`src/rtl/clk_div_pkg.sv`:
```
// Shared types and helpers for the programmable clock-enable divider.
package clk_div_pkg;

   // Run state of the divider.
   typedef enum logic {
      IDLE = 1'b0,
      RUN  = 1'b1
   } state_t;

   // Smallest divisor the load port accepts.
   localparam int unsigned DIV_MIN = 2;

   // High time of one period: ceil(d/2), one bit wider than d so the +1 never overflows.
   function automatic logic [32:0] calc_hi(input logic [31:0] d);
      return ({1'b0, d} + 33'd1) >> 1;
   endfunction

endpackage

```
`src/rtl/clk_div_phase.sv`:
```
// Wrapping phase counter: counts 0..div-1 while enabled, restarts at 0 on request.
module clk_div_phase
   import clk_div_pkg::*;
#(
   parameter int WIDTH = 8
) (
   input  logic             clk,
   input  logic             rst,
   input  logic             en,
   input  logic             restart,
   input  logic [WIDTH-1:0] div,
   output logic [WIDTH-1:0] phase_next,
   output logic             wrap
);

   logic [WIDTH-1:0] phase;

   // Next phase: restart or end of period goes back to 0, otherwise advance.
   always_comb begin
      phase_next = phase + WIDTH'(1);
      if (restart || (phase == div - WIDTH'(1))) begin
         phase_next = '0;
      end
      wrap = (phase_next == '0);
   end

   // Phase register; a disabled edge parks the counter at 0 so no partial period resumes.
   always_ff @(posedge clk or negedge rst) begin
      if (!rst) begin
         phase <= '0;
      end else if (en) begin
         phase <= phase_next;
      end else begin
         phase <= '0;
      end
   end

endmodule

```
`src/rtl/clk_div_prog.sv`:
```
// Programmable clock-enable divider with a one-deep pending divisor slot.
//
// Load handshake: div_load/div_val form a request held by the requester.
// A request is taken on an edge where div_load=1 and no response is showing.
// The response is a single-cycle pulse the cycle after the edge that took it:
// div_err if div_val < 2 (nothing changes), div_ack if div_val was stored
// in the pending slot. While the slot is full the request simply stalls.
// The requester drops div_load once it sees either pulse.
module clk_div_prog
   import clk_div_pkg::*;
#(
   parameter int WIDTH       = 8,
   parameter int DIV_DEFAULT = 2
) (
   input  logic             clk,
   input  logic             rst,
   input  logic             en,
   input  logic [WIDTH-1:0] div_val,
   input  logic             div_load,
   output logic             div_ack,
   output logic             div_err,
   output logic             clk_out,
   output logic             clk_out_n,
   output logic             tick
);

   localparam int HW = WIDTH + 1;

   state_t           state_q, state_d;
   logic [WIDTH-1:0] d_reg;
   logic [WIDTH-1:0] pend_val;
   logic             pend_valid;
   logic [WIDTH-1:0] d_eff;
   logic [WIDTH:0]   hi;
   logic [WIDTH-1:0] phase_next;
   logic             wrap;
   logic             req;
   logic             apply;
   logic             accept;
   logic             reject;

   clk_div_phase #(.WIDTH(WIDTH)) u_phase (
      .clk        (clk),
      .rst        (rst),
      .en         (en),
      .restart    (state_q == IDLE),
      .div        (d_reg),
      .phase_next (phase_next),
      .wrap       (wrap)
   );

   // Next state, pending-divisor application and load decisions.
   always_comb begin
      state_d = state_q;
      apply   = 1'b0;
      req     = 1'b0;
      accept  = 1'b0;
      reject  = 1'b0;
      d_eff   = d_reg;
      state_d = en ? RUN : IDLE;
      // Pending divisor lands at a period boundary in RUN, or on any edge in IDLE.
      apply = pend_valid && ((state_q == IDLE) || (en && wrap));
      if (apply) begin
         d_eff = pend_val;
      end
      // A request already answered this cycle must not be answered twice.
      req = div_load && !div_ack && !div_err;
      if (req) begin
         if (div_val < WIDTH'(DIV_MIN)) begin
            reject = 1'b1;
         end else if (!pend_valid || apply) begin
            accept = 1'b1;
         end
      end
   end

   assign hi = HW'(calc_hi(32'(d_eff)));

   // State register.
   always_ff @(posedge clk or negedge rst) begin
      if (!rst) begin
         state_q <= IDLE;
      end else begin
         state_q <= state_d;
      end
   end

   // Active divisor and pending slot; apply frees the slot on the same edge it may refill.
   always_ff @(posedge clk or negedge rst) begin
      if (!rst) begin
         d_reg      <= WIDTH'(DIV_DEFAULT);
         pend_val   <= '0;
         pend_valid <= 1'b0;
      end else begin
         if (apply) begin
            d_reg <= pend_val;
         end
         if (accept) begin
            pend_val   <= div_val;
            pend_valid <= 1'b1;
         end else if (apply) begin
            pend_valid <= 1'b0;
         end
      end
   end

   // Handshake response pulses.
   always_ff @(posedge clk or negedge rst) begin
      if (!rst) begin
         div_ack <= 1'b0;
         div_err <= 1'b0;
      end else begin
         div_ack <= accept;
         div_err <= reject;
      end
   end

   // Registered divided outputs; forced idle whenever the edge sees en=0.
   always_ff @(posedge clk or negedge rst) begin
      if (!rst) begin
         clk_out   <= 1'b0;
         clk_out_n <= 1'b1;
         tick      <= 1'b0;
      end else if (en) begin
         clk_out   <= ({1'b0, phase_next} < hi);
         clk_out_n <= !({1'b0, phase_next} < hi);
         tick      <= wrap;
      end else begin
         clk_out   <= 1'b0;
         clk_out_n <= 1'b1;
         tick      <= 1'b0;
      end
   end

endmodule

```
`config.mk`:
```
export PLATFORM = sky130hd
export DESIGN_NAME = clk_div_prog
export DESIGN_NICKNAME = d
export VERILOG_FILES = /design/src/rtl/clk_div_pkg.sv /design/src/rtl/clk_div_phase.sv /design/src/rtl/clk_div_prog.sv
export SDC_FILE = /design/constraint.sdc
export NUM_CORES = 1
export LEC_CHECK = 0
export BUFFER_PORTS_ARGS = -buffer_cell sky130_fd_sc_hd__buf_2
export CAP_MARGIN = 20
export CELL_PAD_IN_SITES_DETAIL_PLACEMENT = 0
export CELL_PAD_IN_SITES_GLOBAL_PLACEMENT = 1
export CORE_MARGIN = 1
export CORE_UTILIZATION = 46
export DETAILED_ROUTE_END_ITERATION = 8
export PLACE_DENSITY_LB_ADDON = 0.1
export SLEW_MARGIN = 20
export SYNTH_ARGS = -nofsm -noshare
export SYNTH_HDL_FRONTEND = slang
export SYNTH_SLANG_ARGS = --single-unit
```
`constraint.sdc`:
```
create_clock -name clk -period 4.4 [get_ports clk]
set_input_delay 0.88 -clock clk [delete_from_list [all_inputs] [get_ports clk]]
set_output_delay 0.88 -clock clk [all_outputs]
set_load 0.01 [all_outputs]
```
; Word-level counts from Yosys, hierarchy flattened
; Cells that the tools add are included.
[totals]
wordCells = 44
reg_bits = 31
[op_classes]
n_reduce_logical = 13
n_lt_le_gt_ge = 2
n_eq_ne = 1
addsub = 3
mux = 14
bitwise = 1
[ops]
columns = cell, count
row1 = $mux W8, 3
row2 = $mux W1, 11
row3 = $add A8 B1 Y9 const B, 1
row4 = $add A8 B1 Y8 const B, 1
row5 = $eq A8 B8 Y1, 1
row6 = $logic_not A8 Y1, 1
row7 = $lt A8 B2 Y1 const B, 1
row8 = $lt A8 B8 Y1, 1
row9 = $sub A8 B1 Y8 const B, 1
row10 = $logic_and A1 B1 Y1, 4
row11 = $logic_not A1 Y1, 4
row12 = $logic_or A1 B1 Y1, 3
row13 = $reduce_bool A2 Y1, 1
row14 = $not A1 Y1, 1

; Depth between registers and ports, before layout
; Gate-level depths: netlist (run 1).
[depth]
ltp_word = 13
mapped_depth = 21
mapped_depth_nobuf = 19

; By module
; From an unflattened synthesis (run 1), not the netlist that was laid out.
[unflattened]
cells_unflattened = 198
area_unflattened_um2 = 2024.4
[modules_own_cells]
columns = module, seq_area_each_um2, cells_each, area_each_um2, instances
row1 = clk_div_prog, 578.1, 102, 1199.9, 1
row2 = clk_div_phase, 200.2, 96, 824.5, 1

; Worst setup path after synthesis (run 1)
; Ideal clock, no wire load.
[synth_path]
path_type = register -> register
startpoint = reg d_reg[1]
endpoint = reg clk_out
arrival_ns = 3.807
path_buffers = 1
setup_time_ns = 0.065
setup_slack_ns = 0.528
stages_incl_launch_ff = 21
path_cell_list = dfstp_2 > inv_1 > ha_1 > xor2_1 > nand2_1 > a221o_1 > nor4_4 > a41oi_1 > buf_2 > mux2_2 > ha_1 > nand3_1 > xor2_1 > nand2_1 > o21ai_0 > ha_1 > nand3_1 > nor2_1 > a211oi_1 > o31a_1 > o21a_1
[synth_via]
elab_chain_len = 12
[synth_lines]
columns = element, line_no
row1 = "start, declared", clk_div_prog.sv:30  ; logic [WIDTH-1:0] d_reg;
row2 = "start signal, assigned", clk_div_prog.sv:91  ; d_reg <= WIDTH'(DIV_DEFAULT);
row3 = "start signal, assigned", clk_div_prog.sv:96  ; d_reg <= pend_val;
row4 = $sub A8 B1 Y8, clk_div_phase.sv:21  ; if (restart || (phase == div - WIDTH'(1))) begin
row5 = $eq A8 B8 Y1, clk_div_phase.sv:21
row6 = $logic_or A1 B1 Y1, clk_div_phase.sv:21
row7 = $mux W8, clk_div_phase.sv:21
row8 = $logic_not A8 Y1, clk_div_phase.sv:24  ; wrap = (phase_next == '0);
row9 = $logic_and A1 B1 Y1, clk_div_prog.sv:62  ; apply = pend_valid && ((state_q == IDLE) || (en && wrap));
row10 = $logic_or A1 B1 Y1, clk_div_prog.sv:62
row11 = $logic_and A1 B1 Y1, clk_div_prog.sv:62
row12 = $mux W8, n/a
row13 = via d_eff[0], clk_div_prog.sv:33  ; logic [WIDTH-1:0] d_eff;
row14 = $add A8 B1 Y9, clk_div_pkg.sv:15  ; return ({1'b0, d} + 33'd1) >> 1;
row15 = $lt A8 B8 Y1, clk_div_prog.sv:125  ; clk_out <= ({1'b0, phase_next} < hi);
row16 = $mux W1, clk_div_prog.sv:124  ; end else if (en) begin
row17 = "end signal, assigned", clk_div_prog.sv:125
row18 = "end, declared", clk_div_prog.sv:22  ; output logic clk_out,
; The timed path passes the listed nets, and every way through them passes these cells.
; A chain may end at the register's enable or synchronous reset.

; Worst setup path after layout (run 1)
; Same ends and word-level chain as after synthesis.

==> flow_summary.toml, run 1 <==
[global_routing]
grt_max_degree = 32
grt_pass1_vias = 1596
grt_overflow = 0
grt_pass1_wl_mm = 7.665
grt_use_total_pct = 22.72
antenna_found_initial = 0

[clock_tree]
clk_latency_ns = 0.27
cts_hold_buffers = 0
post_cts_buffers = 0
cts_tree = "done"
cts_root_buf = "clkbuf_8"
clock_path_buffers = 2
cts.reportedPaths.clkPinSlew_ns = 0.07
ctsResizeCount = 0
htreeDepth = 2
cts_inserted_buffers = 5
cts.sinks = 31

[power_and_ir_drop]
p_sw_share_pct = 41.03
power_leakage_uw = 0.0009803
power_frac_seq_pct = 37.7
p_sw_uw = 571.5
pwr-share-clk_pct = 17.8
comb_power_share_pct = 44.5
peakVddDrop_mv = 0.3195
p_int_uw = 821.4
p_total_uw = 1393
power_density_mw_per_mm2 = 618.8

[synth]
synth_edf_count = 0
syn_area_per_cell_um2 = 9.245
ys_ff_latch = 31
syn_nets = 243
mappedNetlistArea_mm2 = 0.002043
yosysSeqAreaShare_pct = 38.09
syn-instance-count = 221
synth-async-reset-ratio_pct = 100.0
ys_warn_count = 0
synth_cell_types = 41
synth_ff_type = "dfrtp_1"

[min_path]
hp-start = "pend_val[6]"
hold_class = "flip-flop to flip-flop"

[timing]
drv_slew = 0
totalNegativeSetupSlack_ns = 0
setup_viol = 0
hold_viol = 0
min_period_ns = 4.011
relSlewSlack_pct = 51.83
max_freq_mhz = 249.3
max_slew.worst_pin.slew_ns = 0.7226
clock_skew_ns = 0.002727
finalCritPeriodShare_pct = 91.16
rsz0062_at_grt = "no"

[final_layout]
layout-drive-gt1-share_pct = 21.01
fin_util_pct = 54.32
nFillCells = 397
fin_nets = 259
finalNonFillerCells = 288
syn_to_final_growth_pct = 10.17
antenna_cells = 0

[floorplan]
die_height_um = 68.65
dieArea_mm2 = 0.004712
initial_utilization_pct = 49.31
pin_count = 17
core_area_mm2 = 0.004144
num_rows = 23
die_x_um = 68.65

[detailed_routing]
antenna_left = 0
num_vias = 1613
dr.pass1.iters = 4
first_iter_violations = 76
drc = 0
wl_per_cell_um = 15.54
totalWireLength_mm = 4.476
post_drt_via_cell_ratio = 5.601

[critical_path]
critPathMaxFanout = 7
crit_type = "flip-flop to flip-flop"
cp-startpoint = "d_reg[1]"
cp-start-kind = "flip-flop"
cp-end-kind = "flip-flop"
r2r_start = "d_reg[1]"
cp.arrival_ns = 4.23
required_ns = 4.62

[placed_design]
gp_congestion = 0.8721
dpl.hpwl_mm = 3.502
portBuffers = 16
dp.cells = 280

[flow_run]
drv_cap = 0

[run_status]
status = "completed"
-- final cells by class --
type	count	area, um2	area share [%]
clock buffer	8	100.1	4.447
multi-input combinational	171	1174	52.14
sequential	31	778.2	34.57
tap	50	62.56	2.779
timing repair buffer	19	102.6	4.558
inverter	9	33.78	1.501
-- Yosys cell counts, types with 2 or more instances --
cell      count  share of area (%)
xor2_1       12                5.1
xnor2_1      13                5.6
inv_1         9                1.7
nor4_1        3               0.92
nor2b_1       2               0.61
nand4_1       5                1.5
nand2_1      18                3.3
nor3_1        6                1.5
mux2_2       16                8.8
buf_6         2                1.1
clkbuf_1      4               0.73
buf_2         4               0.98
a21oi_1       5                1.2
dfrtp_1      29                 36
a41oi_1       2               0.86
nand3_1      13                3.2
ha_1         10                6.1
o21ai_0      10                2.4
o22ai_1       2               0.61
a211oi_1      2               0.73
nand2b_1      2               0.61
nor2_1       32                5.9
dfstp_2       2                2.6
-- power by group through the flow --
stage	clock network (uW)	logic [uW]	registers [uW]
floorplan	0	552	452
finish	248	620	525
CTS	253	627	525
detailed placement	0	624	530
global placement	0	607	527
global route	266	696	543
-- placed cells by master (no fill, tap or decap), types with 2 or more instances in the layout --
cell	instances
a211oi_1	2
a21oi_1	5
a41oi_1	2
buf_2	16
buf_4	3
clkbuf_8	7
dfrtp_1	29
dfstp_2	2
ha_1	10
inv_1	9
mux2_2	16
nand2_1	18
nand2b_1	2
nand3_1	13
nand4_1	5
nor2_1	32
nor2b_1	2
nor3_1	6
nor4_1	3
o21ai_0	10
o22ai_1	2
xnor2_1	13
xor2_1	12
-- per-layer routing --
layer  vias up  track usage [%]  part of all wire, %
li1        803                -                    -
met5         -                0                    0
met1       776            30.71                   49
met3         4            3.618                  2.7
met4         0            8.594                  1.2
met2        30            36.27                   47
-- logic make-up (layout without fill, tap and decap cells) --
family / count (synthesis) / after routing / share of synthesized area (%)
DFF: 31 / 31 / 38.09
adders and majority gates: 11 / 11 / 6.614
xor gates and xnor gates: 25 / 25 / 10.72
and+or+nand+nor: 91 / 91 / 22.54
muxes: 16 / 16 / 8.818
buffers and inverters: 19 / 36 / 4.470
AOI/OAI and AO/OA: 28 / 28 / 8.757
-- worst paths after layout --
kind	endpoint	slack (ns)	depth (start not counted)
min in group asynchronous	d_reg[3]	0.66	1
max in group asynchronous	clk_out	3.28	1
worst min-delay path	pend_val[6]	0.52	1
worst max register to register	clk_out	0.39	18
worst min register to register	pend_val[6]	0.52	1
worst max-delay path	clk_out	0.39	18
-- stage by stage --
stage          area (um2)  hold slack (ns)  setup WS (ns)
2_1_floorplan        2043           0.4807         0.5283
3_3_place_gp         2151           0.4959         0.4560
3_5_place_dp         2151           0.5106         0.3651
4_1_cts              2251           0.5219         0.3515
5_1_grt              2251           0.5291        0.02063
6_report             2251           0.5157         0.3889
-- worst max-delay path, cell delays in order, from the launching register on --
cell     delay (ns)
dfstp_2        0.59
inv_1          0.06
ha_1           0.28
xor2_1         0.15
nand2_1        0.07
a221o_1        0.30
nor4_4         0.32
a41oi_1        0.22
mux2_2         0.34
ha_1           0.27
nand2_1        0.11
nor2_1         0.06
xnor2_1        0.11
o21ai_0        0.25
ha_1           0.30
nand4_1        0.09
o21ai_0        0.07
nor3_1         0.20
o21a_1         0.15
Note: power is estimated with default switching activity, not from simulation.
==> run 2: changes to the inputs <==
Settings changed: BUFFER_PORTS_ARGS -buffer_cell sky130_fd_sc_hd__buf_2 to -buffer_cell sky130_fd_sc_hd__buf_4.
==> run 2 against run 1 <==
  * Largest power group unchanged
  * Clock skew increased by 0.0052 ns
  * Non-clock buffer count unchanged
  * Flip-flop and latch count unchanged
==> flow_summary.toml, run 2 (synthesis gave the netlist of run 1 again) <==
[final_layout]
regArea_um2 = 778.2
nFillCells = 412
syn_to_final_growth_pct = 11.70
final_cell_mix = "nor2_1, dfrtp_1, buf_4, nand2_1, mux2_2"
antenna_cells = 0
multiInputGateArea_mm2 = 0.001174
fin_nets = 259
layout-drive-gt1-share_pct = 21.01
layout.cells.most_common = "nor2_1"
fin_util_pct = 55.07

[detailed_routing]
num_vias = 1631
first_iter_violations = 57
wl_per_cell_um = 16.02
antenna_left = 0
dr.pass1.iters = 4
post_drt_via_cell_ratio = 5.663
totalWireLength_mm = 4.615
drc = 0

[critical_path]
path_cells = "inv_1 > ha_1 > xnor2_1 > and4b_1 > a41oi_1 > nand2_1 > a41oi_1 > mux2_2 > ha_1 > nand2_1 > nor2_1 > xnor2_1 > nand2_1 > o21ai_0 > ha_1 > nand4_1 > o21ai_0 > nor3_1 > o21a_1"
required_ns = 4.61
crit_type = "flip-flop to flip-flop"
critPathMaxStageDelay_ns = 0.59
cp_num_buf_inv = 1
cp.arrival_ns = 4.29
path_delay_family = "simple AND/OR/NAND/NOR gates"
cp-start-kind = "flip-flop"
critPathMaxFanout = 7
cp-end-kind = "flip-flop"
cp_slowest_cell = "dfstp_2"

[clock_tree]
clk_latency_ns = 0.28
clock_path_buffers = 2
cts_root_buf = "clkbuf_8"
ctsResizeCount = 0
cts_tree = "done"
cts.reportedPaths.clkPinSlew_ns = 0.07
cts.sinks = 31
post_cts_buffers = 0
cts_inserted_buffers = 5
cts_hold_buffers = 0
htreeDepth = 2

[global_routing]
grt_overflow = 0
grt_pass1_vias = 1597
antenna_found_initial = 0
grt_max_degree = 32
grt_pass1_wl_mm = 7.721
grt_use_total_pct = 23.00

[timing]
drv_slew = 0
min_period_ns = 4.075
finalCritPeriodShare_pct = 92.61
clock_skew_ns = 0.007967
totalNegativeSetupSlack_ns = 0
hold_viol = 0
setup_viol = 0
relSlewSlack_pct = 70.18
max_freq_mhz = 245.4
rsz0062_at_grt = "no"
max_slew.worst_pin.slew_ns = 0.4459

[placed_design]
portBuffers = 16
gp_congestion = 0.8585
dpl.hpwl_mm = 3.587

[floorplan]
die_height_um = 68.65
dieArea_mm2 = 0.004712
core_area_mm2 = 0.004144
die_x_um = 68.65
num_rows = 23
initial_utilization_pct = 49.31
pin_count = 17

[power_and_ir_drop]
peakVddDrop_mv = 0.3091
power_density_mw_per_mm2 = 608.6
power_leakage_uw = 0.0009889

[flow_run]
drv_cap = 0

[min_path]
hold_class = "flip-flop to flip-flop"

[run_status]
status = "completed"
## run 2: worst register-to-register path, stage by stage, from the launching register on
cell and delay (ns):
dfstp_2 0.59, inv_1 0.06, ha_1 0.26, xnor2_1 0.16
and4b_1 0.19, a41oi_1 0.17, nand2_1 0.14, a41oi_1 0.35
mux2_2 0.39, ha_1 0.26, nand2_1 0.12, nor2_1 0.07
xnor2_1 0.13, nand2_1 0.08, o21ai_0 0.13, ha_1 0.36
nand4_1 0.10, o21ai_0 0.08, nor3_1 0.23, o21a_1 0.17
## run 2: final cells by class
type | count | area share (%)
Multi-Input combinational cell | 171 | 51.43
Sequential cell | 31 | 34.10
Timing Repair Buffer | 19 | 6.250
Clock buffer | 7 | 3.783
Tap cell | 50 | 2.741
Inverter | 9 | 1.480
Clock inverter | 1 | 0.2193
## run 2: layer usage
metal,share of wire [%],GRT usage [%],vias to the layer above
met3,2.1,3.454,8
met5,0,0,-
met1,47,30.83,797
li1,-,-,799
met4,2.3,9.635,0
met2,48,36.76,27
## run 2: report_power, final
part	internal [uW]	total, uW	switching, uW
sequential	379	525	145
combinational	307	636	329
clock	126	228	102
## run 2: through the flow
stage / instance area, um2 / total power, uW / cells / setup WS (ns) / hold slack [ns]
after floorplan: 2043 / 1004 / 221 / 0.5283 / 0.4807
after global placement: 2191 / 1140 / 280 / 0.4588 / 0.4983
after detailed placement: 2191 / 1161 / 280 / 0.3621 / 0.5119
after CTS: 2282 / 1400 / 288 / 0.3266 / 0.5285
after global routing: 2282 / 1499 / 288 / 0.02492 / 0.5303
final: 2282 / 1389 / 288 / 0.3252 / 0.5183
## run 2: path summary, 6_finish.rpt
kind                             start          end  slack, ns  cells after the start
setup / recovery              d_reg[1]      clk_out       0.33                     19
hold / removal             pend_val[6]  pend_val[6]       0.52                      1
setup reg to reg              d_reg[1]      clk_out       0.33                     19
hold reg to reg            pend_val[6]  pend_val[6]       0.52                      1
max in group asynchronous          rst    clk_out_n       3.53                      1
min in group asynchronous          rst  pend_val[0]       0.53                      1
==> run 3: changes to the inputs <==
Settings changed: ABC_AREA set to 1, CORE_UTILIZATION 46 to 43.
==> run 3 against run 2 <==
  * Die area grew 2.5%
  * Maximum frequency grew 7.5%
  * Wire length shrank 9.7%
  * Largest power group is now sequential cells
==> flow_summary.toml, run 3 <==
[placed_design]
place_ws_ns = 0.5988
gp_congestion = 0.7941
dpl_cell_area_mm2 = 0.002135
portBuffers = 16
dpl.hpwl_mm = 3.266

[clock_tree]
post_cts_buffers = 0
cts_inserted_buffers = 5
cts_root_buf = "clkbuf_8"
htreeDepth = 2
cts.reportedPaths.clkPinSlew_ns = 0.07
cts_tree = "done"
ctsResizeCount = 0
clk_latency_ns = 0.28
cts_hold_buffers = 0
clock_path_buffers = 2
cts.sinks = 31

[synth]
synth_top_area_share_pct = 37.04
yosysSeqAreaShare_pct = 39.72
ys_ff_latch = 31
syn-instance-count = 260
mappedNetlistArea_mm2 = 0.001959
synth-async-reset-ratio_pct = 100.0
syn_area_per_cell_um2 = 7.536
synth_commonest_cells = "nand2_1, inv_1, dfrtp_1, nor2_1, nand3_1"
synth_adder_area_share_pct = 6.386
synth_top_family_by_area = "simple AND/OR/NAND/NOR gates"
synth_xor_area_share_pct = 4.023
synthSimpleGateAreaFrac_pct = 35.82
synth_top_area_cell = "dfrtp_1"
ys_warn_count = 0
muxShareOfSynthArea_pct = 0
synth_cell_types = 31
synth_edf_count = 0
synth.most_common_cell = "nand2_1"
synth_compound_area_share_pct = 6.066
synth_ff_type = "dfrtp_1"
synth_area_leaders = "dfrtp_1, nand2_1, inv_1, ha_1, nand3_1"
syn_nets = 282

[global_routing]
antenna_found_initial = 0
grt_overflow = 0
grt_pass1_vias = 1710
grt_pass1_wl_mm = 7.638
grt_use_total_pct = 20.16
grt_max_degree = 32

[detailed_routing]
totalWireLength_mm = 4.169
wl_per_cell_um = 12.48
wl_met1_mm = 2.105
wl_met2_mm = 1.934
drc = 0
antenna_left = 0
dr.pass1.iters = 4
wl_met3_um = 75
post_drt_via_cell_ratio = 4.874
num_vias = 1628
dr.max_layer_used = "met4"
first_iter_violations = 62

[timing]
layout_setup_ws_ns = 0.6098
drv_slew = 0
relSlewSlack_pct = 73.09
min_period_ns = 3.790
hold_viol = 0
clock_skew_ns = 0.007225
max_slew.worst_pin.slew_ns = 0.3984
max_freq_mhz = 263.8
rsz0062_at_grt = "no"
setup_viol = 0
finalCritPeriodShare_pct = 86.14
totalNegativeSetupSlack_ns = 0

[floorplan]
num_rows = 24
initial_utilization_pct = 45.00
core_area_mm2 = 0.004354
die_height_um = 69.51
pin_count = 17
dieArea_mm2 = 0.004831
die_x_um = 69.51

[critical_path]
crit_type = "flip-flop to flip-flop"
cp-start-kind = "flip-flop"
cp-startpoint = "d_reg[1]"
r2r_start = "d_reg[1]"
ff2ff_setup_slack_ns = 0.61
required_ns = 4.61
reg2reg_depth = 28
cp_num_buf_inv = 4
cpMostUsedCell = "nand2_1"
path_delay_family = "simple AND/OR/NAND/NOR gates"
cp_slowest_cell = "dfstp_2"
cp.arrival_ns = 4.00
critPathMaxFanout = 10
rr_endpoint = "clk_out_n"
cp-end-kind = "flip-flop"
critPathMaxStageDelay_ns = 0.55

[final_layout]
final_cell_mix = "nand2_1, inv_1, dfrtp_1, nor2_1, nand3_1"
layout-drive-gt1-share_pct = 17.73
fin_nets = 303
antenna_cells = 0
syn_to_final_growth_pct = 14.94
stdcell_area_mm2 = 0.002252
layout.cells.most_common = "nand2_1"

[min_path]
hold_class = "flip-flop to flip-flop"
hold_depth = 2
hp-start = "pend_val[5]"
hold_end = "pend_val[5]"

[power_and_ir_drop]
power_density_mw_per_mm2 = 483.3
peakVddDrop_mv = 0.2764
power_leakage_uw = 0.001213
p_total_uw = 1088

[run_status]
status = "completed"

[flow_run]
drv_cap = 0
[run 3: changes by cell type after synthesis, moves of 4 or more]
cell      previous run  this run
nand2_4              0         4
nor2_1              32        23
mux2_2              16         0
nand2_2              0         6
xnor2_1             13         2
clkbuf_1             4         0
nand3_1             13        21
xor2_1              12         7
nand2_1             18        73
inv_1                9        34
[run 3: worst register-to-register path, delay by kind of cell (launching register included)]
| kind | cells | cell delay (ns) |
|---|---|---|
| flops | 1 | 0.55 |
| xor+xnor | 1 | 0.15 |
| buf+inv | 4 | 0.24 |
| compound gates | 6 | 0.67 |
| fa+ha+maj | 3 | 0.78 |
| simple gates | 14 | 1.32 |
[run 3: metal layers]
layer / GRT usage [%] / vias up
li1: - / 865
met1: 26.69 / 749
met2: 33.33 / 10
met3: 3.488 / 4
met4: 6.803 / 0
met5: 0 / -
[run 3: logic make-up (layout without fill, tap and decap cells)]
kind of cell               count (synthesis)  in the layout
buffers and inverters                     41             63
DFF                                       31             31
and+or+nand+nor                          149            149
xor gates and xnor gates                   9              9
adders and majority gates                 10             10
AOI/OAI and AO/OA                         20             20
[run 3: area by class of cell]
cell class	instances	area (um2)
fill	433	2102
multi-input combinational	188	1025
sequential	31	778.2
inverter	39	146.4
timing repair buffer	16	120.1
clock buffer	6	82.58
tap	52	65.06
clock inverter	2	35.03
[run 3: power by group]
part	leakage [uW]	internal (uW)	switching [uW]
Clock	0.0000612	183	110
Sequential	0.000391	341	61.9
Combinational	0.000760	150	243
[run 3: metrics by stage]
stage / utilization [%] / hold slack, ns / std cells
floorplan: - / 0.4492 / 260
global placement: 49.02 / 0.4739 / 326
detailed placement: 49.02 / 0.4691 / 326
CTS: 51.72 / 0.4870 / 334
global route: 51.72 / 0.4987 / 334
finish: 51.72 / 0.4834 / 334
[run 3: how the worst max path moves through the flow]
stage                           end  cells past startpoint
after floorplan           clk_out_n                     28
after global placement    clk_out_n                     24
after detailed placement  clk_out_n                     28
after CTS                 clk_out_n                     28
after global routing      clk_out_n                     30
final                     clk_out_n                     28
